[src/rtl/fifo_wr_arb_ctrl.sv]
// fifo_wr_arb_ctrl: round-robin write arbitration plus head/tail/count sequencing for a 4-entry register FIFO
module fifo_wr_arb_ctrl #(
  parameter int PTR_W = 2
) (
  input  logic                  clk,
  input  logic                  rst,
  input  logic                  wr_req0,
  input  logic                  wr_req1,
  input  logic                  rd_req,
  output logic                  wr_gnt0,
  output logic                  wr_gnt1,
  output logic                  wr_sel,
  output logic [2**PTR_W-1:0]   wr_en,
  output logic [PTR_W-1:0]      rd_ptr,
  output logic                  rd_valid,
  output logic [PTR_W:0]        count,
  output logic                  fifo_full,
  output logic                  fifo_empty
);
  logic [PTR_W-1:0] head_q, head_d, tail_q, tail_d;
  logic [PTR_W:0]   count_q, count_d;
  logic             last_gnt_q, last_gnt_d, wr_acc, rd_acc;
  always_comb begin
    fifo_full  = count_q[PTR_W];  // the top bit also covers the unreachable 5..7 codes
    fifo_empty = count_q == '0;
    wr_acc     = (wr_req0 | wr_req1) & ~fifo_full & ~rst;
    rd_acc     = rd_req & ~fifo_empty & ~rst;
    wr_gnt1    = wr_acc & wr_req1 & (~wr_req0 | ~last_gnt_q);
    wr_gnt0    = wr_acc & ~wr_gnt1;
    wr_sel     = wr_gnt1;
    wr_en      = '0;
    wr_en[tail_q] = wr_acc;
    rd_ptr     = head_q;
    rd_valid   = ~fifo_empty;
    count      = count_q;
    head_d     = head_q + (PTR_W)'(rd_acc);
    tail_d     = tail_q + (PTR_W)'(wr_acc);
    count_d    = count_q + (PTR_W+1)'(wr_acc) - (PTR_W+1)'(rd_acc);
    last_gnt_d = wr_acc ? wr_gnt1 : last_gnt_q;
  end
  always_ff @(posedge clk or posedge rst)
    if (rst) begin
      head_q     <= '0;
      tail_q     <= '0;
      count_q    <= '0;
      last_gnt_q <= 1'b1;
    end else begin
      head_q     <= head_d;
      tail_q     <= tail_d;
      count_q    <= count_d;
      last_gnt_q <= last_gnt_d;
    end
endmodule

[config.mk]
export PLATFORM = sky130hd
export DESIGN_NAME = fifo_wr_arb_ctrl
export DESIGN_NICKNAME = d
export VERILOG_FILES = /design/src/rtl/fifo_wr_arb_ctrl.sv
export SDC_FILE = /design/constraint.sdc
export NUM_CORES = 1
export LEC_CHECK = 0
export ABC_AREA = 1
export BUFFER_PORTS_ARGS = -buffer_cell sky130_fd_sc_hd__buf_2
export CAP_MARGIN = 15
export CORE_AREA = 2 2 39 41
export DETAILED_ROUTE_END_ITERATION = 7
export DIE_AREA = 0 0 41 43
export PLACE_DENSITY = 0.73
export SLEW_MARGIN = 10
export SYNTH_ARGS = -nofsm -noshare
export SYNTH_HDL_FRONTEND = slang
export SYNTH_SLANG_ARGS = --single-unit
[constraint.sdc]
create_clock -name clk -period 4.89 [get_ports clk]
set_input_delay 0.978 -clock clk [delete_from_list [all_inputs] [get_ports clk]]
set_output_delay 0.978 -clock clk [all_outputs]
set_load 0.005 [all_outputs]
==> metrics <==
power per cell area around 570 mW/mm^2; gpl congestion about 0.74; layout cells sized above 1 47.0%; most frequent cell after synthesis nand2_1; Startpoint Class input port; Synth Area per Inst ~8.3 um^2; worst-margin pin slew about 0.22 ns; FILL cells around 140; Worst slew margin between 80% and 90%; fin crit period between 2 and 3 ns; number of hold buffers added after cts 0; CTS Sinks 8; Synth area leaders dfrtp_1, nand2_1, inv_1, dfstp_2, ha_1; Tot GR Track Use 12.8%; Via density ~4.4; Req. time, crit path just under 4 ns; vias in the first global route between 300 and 400; nets 92; Die ar. about 0.0018 mm^2; count of final setup violators 0; DRC Markers 0; num rows 14; Core Footprint approximately 0.0014 mm^2; starting density of the core between 30% and 40%; sequential share of the synthesized area 39.1%; post-cts sizing count 0; Fin. Hold Viols 0; Clock transition at path regs roughly 0.05 ns; root buf cell clkbuf_4; 1st-pass router iterations 2; largest net degree at the start of global routing 10; Leak roughly 0.00040 uW; first-pass GRT wire length 1460 um; post-synth cell types 20; dpl hpwl between 700 and 800 um; synthesized net count 70; initial antenna violation count 0; # Max-Cap Violations 0; Setup WS pre-CTS 2.19 ns; clock buffer depth 2; Setup crit end kind output port; WS Path Type input port to output port; Mapped Area about 520 um^2; Post-synth ARST share 100%; die height ~43 um; ANT cells 0; setup TNS 0 ns; post-route clock skew roughly 0.0043 ns; Max VDD drop 269 uV; Num CTS Buffers 3; Post-synth EDFFs 0; top cells by count, synth nand2_1, inv_1, dfrtp_1; Layout area overhead 24.5%; post-CTS setup buffer count 0; RSZ-0062 raised after global routing no; Yosys warnings 0; drt initial violations 3; worst-skew pair later-pin latency around 0.25 ns; H-tree levels 1; worst-path fanout max 9; Slew Limit Fails 0; PortBufs 19; final period utilization between 50% and 60%; CTS tree done; CP arrival about 1.7 ns; Peak Freq between 0.3 and 0.4 GHz; Antenna Violating Nets Remaining 0; die width approximately 40 um; post-DR wirelength/cell approximately 9.1 um; Synth Register Bits 8; num ports 20; Syn Inst Count just over 60; vias 435; min setup slack post-route ~2.2 ns; status finished clean; top cell type by total area after synthesis dfrtp_1; FF/Latch Area between 200 and 250 um^2; area of the multi-input gates roughly 230 um^2; top cell type's share of synthesized area about a third; GRT overflow 0; WL final around 900 um; Hold Path Class flop to flop; top_reg_cell synth dfrtp_1
[registers in the layout, summed over array words and instances (netlist names)]
name / flops
count: 3
last_gnt_q: 1
rd_ptr: 2
tail_q: 2
[stage by stage]
step / cell area [um^2] / power (uW) / hold slack [ns] / instances / util (%)
final: 642 / 364 / 0.484 / 99 / 46.4
after global routing: 642 / 408 / 0.496 / 99 / 46.4
after CTS: 642 / 372 / 0.489 / 99 / 46.4
after detailed placement: 616 / 317 / 0.481 / 95 / 44.5
after global placement: 616 / 309 / 0.471 / 95 / 44.5
after floorplan: 515 / 261 / 0.462 / 62 / -
[cell type report]
type	count	area share, %
clock buffer	4	4.09
inverter	17	10.3
multi-input combinational	35	36.3
sequential	8	31.4
tap	16	3.12
timing repair buffer	19	14.8
[metal layers]
metal | GRT usage (%) | up-vias | share of wire, %
met5 | 0 | - | 0
met4 | 12.0 | 0 | 2.1
met3 | 3.14 | 2 | 5.2
met2 | 18.1 | 13 | 50
met1 | 14.8 | 194 | 43
li1 | - | 226 | -
[logic make-up after synthesis]
| logic type | Yosys count | synth area share, % |
|---|---|---|
| XOR/XNOR | 2 | 3.40 |
| AND/OR/NAND/NOR | 30 | 33.0 |
| flip-flops | 8 | 39.1 |
| adder cells (fa/ha/maj) | 3 | 8.74 |
| buffers and inverters | 19 | 15.8 |
[final timing paths]
| check | slack, ns | depth (start not counted) | end | startpoint |
|---|---|---|---|---|
| setup / recovery | 2.21 | 5 | wr_en[2] | rst |
| hold reg to reg | 0.48 | 2 | last_gnt_q | last_gnt_q |
| min in group asynchronous | 0.65 | 2 | tail_q[0] | rst |
| max in group asynchronous | 3.99 | 2 | last_gnt_q | rst |
| setup reg to reg | 3.20 | 9 | count[1] | count[1] |
| hold / removal | 0.48 | 2 | last_gnt_q | last_gnt_q |
[placed cells by master, fill, tap and decap left out, drive strengths merged]
cell	synthesis	final
buf	2	19
clkbuf	0	4
dfrtp	7	7
dfstp	1	1
fa	1	1
ha	2	2
inv	17	17
nand2	17	17
nand3	3	3
nand3b	1	1
nand4	1	1
nor2	4	4
nor3	4	4
xnor2	1	1
xor2	1	1
[power breakdown]
group	internal, uW	switching (uW)	total, uW
clock network	31.1	20.3	51.4
logic	77.0	94.3	171
registers	105	36.7	142
[worst max-delay path, stage by stage]
cell     delay [ns]
buf_2          0.12
inv_2          0.17
nand3_4        0.14
nor3_1         0.16
buf_2          0.14
Power figures use the tool's default switching activity.
